===== src/rtl/butterfly_unit.sv =====
// butterfly_unit
//   Radix-2 add/subtract butterfly. Each accepted input pair {a, b} produces
//   two output beats on an AXI-stream style port: a+b first, then a-b, both at
//   full precision (width+1 bits). The downstream limiter clamps them back.
//   Pairs are counted per frame against the FFT size; a frame that closes on
//   the wrong pair (early or missing s_tlast) raises a one-cycle frame_err.
//
// Ports
//   clk        clock, rising edge
//   rst        synchronous active-high reset
//   s_tvalid   input pair valid
//   s_tready   input ready (combinational from state and m_tready)
//   s_tlast    last pair of a frame
//   data_i     {a, b}, two's complement, a in the upper half
//   m_tvalid   output beat valid
//   m_tready   downstream ready
//   m_tlast    last beat of a frame (carried on the difference beat)
//   data_o     signed sum or difference, width+1 bits
//   pair_cnt   pairs accepted so far in the current frame
//   frame_err  one-cycle pulse after a mis-framed pair is accepted

module butterfly_unit #(
    parameter int width = 8,
    parameter int N     = 16,
    localparam int CW   = $clog2(N / 2)
) (
    input  logic                    clk,
    input  logic                    rst,
    input  logic                    s_tvalid,
    output logic                    s_tready,
    input  logic                    s_tlast,
    input  logic [2*width-1:0]      data_i,
    output logic                    m_tvalid,
    input  logic                    m_tready,
    output logic                    m_tlast,
    output logic signed [width:0]   data_o,
    output logic [CW-1:0]           pair_cnt,
    output logic                    frame_err
);

    typedef enum logic [1:0] {
        EMPTY = 2'd0,
        SUM   = 2'd1,
        DIFF  = 2'd2
    } state_t;

    localparam logic [CW-1:0] LAST_IDX = CW'(N / 2 - 1);

    state_t state, state_n;

    logic signed [width-1:0] a_p0;
    logic signed [width-1:0] b_p0;
    logic signed [width:0]   diff_p1;
    logic                    tlast_p1;
    logic                    accept;
    logic                    at_last_idx;

    // Sign-extend both operands before adding so the carry/borrow lands in
    // the extra bit; the result can never overflow width+1 bits.
    function automatic logic signed [width:0] bf_sum(
        input logic signed [width-1:0] a,
        input logic signed [width-1:0] b
    );
        logic signed [width:0] ax;
        logic signed [width:0] bx;
        ax = a;
        bx = b;
        return ax + bx;
    endfunction

    function automatic logic signed [width:0] bf_diff(
        input logic signed [width-1:0] a,
        input logic signed [width-1:0] b
    );
        logic signed [width:0] ax;
        logic signed [width:0] bx;
        ax = a;
        bx = b;
        return ax - bx;
    endfunction

    assign a_p0        = data_i[2*width-1:width];
    assign b_p0        = data_i[width-1:0];
    assign accept      = s_tvalid && s_tready;
    assign at_last_idx = (pair_cnt == LAST_IDX);

    // State register
    always_ff @(posedge clk) begin
        if (rst) begin
            state <= EMPTY;
        end else begin
            state <= state_n;
        end
    end

    // Next-state logic; a new pair can be taken in DIFF on the same edge the
    // difference beat leaves, which gives one beat per cycle with no bubble.
    always_comb begin
        state_n = state;
        unique case (state)
            EMPTY: if (accept) state_n = SUM;
            SUM:   if (m_tready) state_n = DIFF;
            DIFF: begin
                if (m_tready) begin
                    state_n = accept ? SUM : EMPTY;
                end
            end
            default: state_n = EMPTY;
        endcase
    end

    // Output/handshake decode; s_tready is held low during reset so nothing
    // is taken on the reset edge.
    always_comb begin
        m_tvalid = 1'b0;
        s_tready = 1'b0;
        unique case (state)
            EMPTY: begin
                m_tvalid = 1'b0;
                s_tready = !rst;
            end
            SUM: begin
                m_tvalid = 1'b1;
                s_tready = 1'b0;
            end
            DIFF: begin
                m_tvalid = 1'b1;
                s_tready = !rst && m_tready;
            end
            default: begin
                m_tvalid = 1'b0;
                s_tready = 1'b0;
            end
        endcase
    end

    // Stage p0 -> p1: the difference and frame marker wait here while the
    // sum is on the output.
    always_ff @(posedge clk) begin
        if (accept) begin
            diff_p1  <= bf_diff(a_p0, b_p0);
            tlast_p1 <= s_tlast;
        end
    end

    // Output beat register: sum on acceptance, difference after the sum
    // handshake, otherwise held.
    always_ff @(posedge clk) begin
        if (rst) begin
            data_o  <= '0;
            m_tlast <= 1'b0;
        end else if (accept) begin
            data_o  <= bf_sum(a_p0, b_p0);
            m_tlast <= 1'b0;
        end else if (state == SUM && m_tready) begin
            data_o  <= diff_p1;
            m_tlast <= tlast_p1;
        end
    end

    // Frame tracking: the frame closes on s_tlast or on the N/2-th pair,
    // whichever comes first; a mismatch between the two is a framing error.
    always_ff @(posedge clk) begin
        if (rst) begin
            pair_cnt  <= '0;
            frame_err <= 1'b0;
        end else begin
            frame_err <= 1'b0;
            if (accept) begin
                frame_err <= (s_tlast != at_last_idx);
                if (s_tlast || at_last_idx) begin
                    pair_cnt <= '0;
                end else begin
                    pair_cnt <= pair_cnt + 1'b1;
                end
            end
        end
    end

endmodule


===== config.mk =====
export PLATFORM = sky130hd
export DESIGN_NAME = butterfly_unit
export DESIGN_NICKNAME = d
export VERILOG_FILES = /design/src/rtl/butterfly_unit.sv
export SDC_FILE = /design/constraint.sdc
export NUM_CORES = 1
export LEC_CHECK = 0
export ABC_AREA = 0
export CAP_MARGIN = 20
export CORE_UTILIZATION = 30
export CTS_BUF_LIST = sky130_fd_sc_hd__clkbuf_8
export DETAILED_ROUTE_END_ITERATION = 10
export SYNTH_ARGS = -nofsm -noshare
export SYNTH_HDL_FRONTEND = slang
export SYNTH_SLANG_ARGS = --single-unit

===== constraint.sdc =====
create_clock -name clk -period 2.6 [get_ports clk]
set_clock_uncertainty 0.2 [all_clocks]
set_input_delay 0.52 -clock clk [delete_from_list [all_inputs] [get_ports clk]]
set_output_delay 0.52 -clock clk [all_outputs]
set_load 0.03 [all_outputs]

* Word-level counts from Yosys, hierarchy flattened
Index checks and enable logic that the tools add are counted.
** Word-level totals
- Flip-flop bits (word level) :: 26
** Operators by class
- Add/sub/neg operators :: 3
- Equal/unequal tests :: 7
- Mux-type cells :: 10
- Bitwise gates (word level) :: 1
- Reduce and logical (&&, ||, !) cells :: 11
** Operators by type and width (number)
- two-way mux 9 bit :: 2
- adder 8 x 8 -> 9 bit :: 1
- subtractor 8 x 8 -> 9 bit :: 1
- two-way mux 2 bit :: 3
- != test 2 bit, second input constant :: 3
- one-hot mux 2 bit (3 select lines) :: 1
- OR reduction 2 bit :: 3
- adder 3 x 1 -> 3 bit, second input constant :: 1
- == test 3 bit, second input constant :: 1
- logical AND 1 bit :: 3
- two-way mux 3 bit :: 1
- AND reduction 3 bit :: 1
- == test 2 x 1 -> 1 bit, second input constant :: 1
- == test 2 bit, second input constant :: 1
- logical NOT 2 bit :: 1
- two-way mux 1 bit :: 2
- one-hot mux 1 bit (2 select lines) :: 1
- nonzero test 2 bit :: 1
- logical NOT 1 bit :: 1
- logical OR 1 bit :: 1
- != test 1 bit :: 1
- inverter 1 bit :: 1

* Logic depth before layout (Yosys ltp)
- Word-level depth :: 7
- Gate-level depth with buffers :: 8
- Gate-level depth less buffers :: 8

* Worst setup path before layout
No wires, ideal clock.
- Path kind :: input -> register
- From :: in data_i[8]
- To :: reg diff_p1[8], data pin
- Data arrival time :: 1.736 ns
- Required time :: 2.138 ns
- Setup slack :: 0.402 ns
- Stages on the path :: 8
- Buffers on the path :: 0
- Path through :: inv_1 ha_1 fa_1 nor2b_4 o21ai_2 a21oi_2 o311a_1 o41ai_2
** Between the ends
- Word-level cells in the longest chain between the ends :: 1
** RTL lines
- start, declared :: line 32 : input logic [2*width-1:0] data_i,
- subtractor 8 x 8 -> 9 bit :: line 79 : return ax - bx;
- end signal, assigned :: line 141 : diff_p1 <= bf_diff(a_p0, b_p0);
- end, declared :: line 53 : logic signed [width:0] diff_p1;
No other way between the ends.
A chain may end at the register's enable or synchronous reset.

* Final worst setup path
Same ends and word-level chain as after synthesis.

==> run metrics <==
Antenna Nets Post-Route 0; r2r startpoint state[1]$_SDFFE_PP0P_; Tmin final 2509 ps; headroom to the max-slew limit 0.7337; core area 5921 µm²; fin nets 290; WL/cell 11.66 µm; cell count after synthesis 190; clock buffer depth 2; post-route design area 2452 µm²; largest net degree at the start of global routing 36; number of placed I/O pins 37; die area 6448 µm²; area grow syn2layout 33.33%; switching share of power 0.3771; Reg power frac 0.358; CP Max Fanout 2; PwrDens 627.7 nW/µm²; share of cells above drive strength 1 0.1701; synthesized area per cell 9.680 µm²; hold slack 290.5 ps; Placer Congestion 0.7928; n_diodes 0; Hold Crit Start pair_cnt[2]$_SDFFE_PP0N_; worst path required time 2420 ps; post-cts repair resize count 0; CTS root buf clkbuf_8; TritonCTS clock tree built; grt total ovfl 0; DRT iter0 DRCs 63; clock share of power 0.143; port bufs 36; Comb power frac 0.499; Int Pwr 0.9588 mW; worst endpoint data arrival time 2330 ps; commonest non-fill, non-tap cell in the layout clkdlybuf4s50_1; initial antenna violation count 0; most frequent cells in the layout 35 x clkdlybuf4s50_1, 24 x ha_1, 22 x buf_4; Clock Sinks 26; Setup WS pre-CTS -193.3 ps; worst skew pair latency 260 ps; leakage power 1.053 nW; vias per cell 4.642; Netlist Area Pre-Place 1839 µm²; Finished Core Util 0.4142; CP Launch Type input port; unrepaired setup endpoints after global routing false; global-route wire length before repair 6472 µm; setup bufs post-CTS 0; status completed; Total Power 1.539 mW; sequential fraction of the synthesis area 0.3374; detailed-route via count 1467; Seq. cell area 620.6 µm²; synth unique cells 46; HPWL after DPL 2925 µm; floorplan row count 28; sw power 0.5806 mW; die width 80.30 µm; Worst Hold Class register to register; max-cap violations 0; Max VDD drop 0.0003430 V; Filler cells 613; multi-input logic area 1079 µm²; CTS hold repair buffers 0; cts bufs inserted 3; DRC 0; #FFs+latches synth 26; first-pass iteration count of the detailed router 4; Die Height 80.30 µm; syn nets 237; final worst-path cycle share 0.9650; final hold violations 0; Syn. warnings 0; count of pins over their slew limit 0; crit path from data_i[8]; Worst setup EP type register; vias in the first global route 1467; Crit Path Category input port to register; initial core utilization 0.3107; placed inst area 2411 µm²; Worst Max-Slew Pin Slew 398.5 ps; CTS clk-pin slew, worst paths 80 ps; Final setup viols 0; CTS H-tree depth 1; f_max 398.6 MHz; Global Route Usage Sum 0.1253; setup slack after layout 91.02 ps; Post-Route WL 3683 µm
path summary, 6_finish.rpt:
check	to	slack (ps)	cells past startpoint
max	diff_p1[8]$_DFFE_PN_	90	9
min	pair_cnt[2]$_SDFFE_PP0N_	290	2
max reg2reg	data_o[5]$_SDFFE_PP0P_	660	5
min reg2reg	pair_cnt[2]$_SDFFE_PP0N_	290	2
layout make-up:
class	count	area share
Sequential cell	26	0.2531
Tap cell	75	0.03827
Multi-Input combinational cell	132	0.4398
Inverter	22	0.03367
Clock buffer	3	0.01684
Timing Repair Buffer	58	0.2184
power by group through the flow:
stage	clock network, mW	logic [mW]	registers, mW
finish	0.220	0.768	0.551
global route	0.247	0.842	0.562
CTS	0.230	0.775	0.552
detailed placement	0	0.770	0.561
global placement	0	0.764	0.560
floorplan	0	0.428	0.633
logic make-up after synthesis:
| group | count (synthesis) | share of synthesized area |
|---|---|---|
| multiplexers | 4 | 0.02245 |
| adder cells (fa/ha/maj) | 26 | 0.1850 |
| AND/OR/NAND/NOR | 45 | 0.1415 |
| AO/OA/AOI/OAI | 47 | 0.1898 |
| buffers and inverters | 32 | 0.07619 |
| flip-flops | 26 | 0.3374 |
| XOR/XNOR | 10 | 0.04762 |
flip-flops by register name (all words and copies together), names as in the netlist:
| register | count |
|---|---|
| m_tlast | 1 |
| frame_err | 1 |
| tlast_p1 | 1 |
| data_o | 9 |
| pair_cnt | 3 |
| diff_p1 | 9 |
| state | 2 |
stage by stage:
step / std cells / TNS (ps)
2_1_floorplan: 190 / 0
3_3_place_gp: 313 / -779.0
3_5_place_dp: 313 / -1039
4_1_cts: 316 / 0
5_1_grt: 316 / 0
6_report: 316 / 0
metal layers:
layer  GRT usage  vias to the layer above  wire (µm)  share of wire
met2      0.2094                       32       1631           0.44
li1            -                      770          -              -
met1      0.1717                      663       1915           0.52
met5           0                        -          0              0
met4     0.02143                        0         17         0.0046
met3     0.01818                        2        119          0.032
synth_stat cells, drive strengths merged:
library cell  instances  area (µm²)
a211oi               17       137.6
buf                   6       42.54
nor3b                 1       12.51
nand3                 2       10.01
o21ba                 1       10.01
and3                 10       62.56
xor2                  1       8.760
a21oi                11       58.81
a31oi                 1       6.260
nand2                 6       22.52
o21bai                1       7.510
o21a                  1       7.510
o211ai                2       20.02
or2                   2       12.52
nor3                  3       15.01
clkbuf                4       15.01
nand2b                1       13.76
nor4                  1       12.51
inv                  22       82.58
ha                   24       300.3
dfxtp                16       320.3
fa                    2       40.04
a41oi                 1       8.760
o2111ai               1       8.760
o41ai                 1       16.27
o21ai                 6       33.78
o31ai                 2       15.01
xnor2                 9       78.83
mux2i                 3       30.03
edfxtp               10       300.3
o311a                 1       10.01
nor2                 14       60.06
mux2                  1       11.26
a311oi                1       8.760
nor2b                 3       26.27
and2                  2       12.51
critical path, cell delays in order:
cell and delay (ps):
clkdlybuf4s50_1 480, inv_1 50, ha_1 200, fa_1 440, nor2b_4 140, o21ai_2 70, a21oi_2 160, o311a_1 200
o41ai_2 60
(Power assumes the default switching activity.)
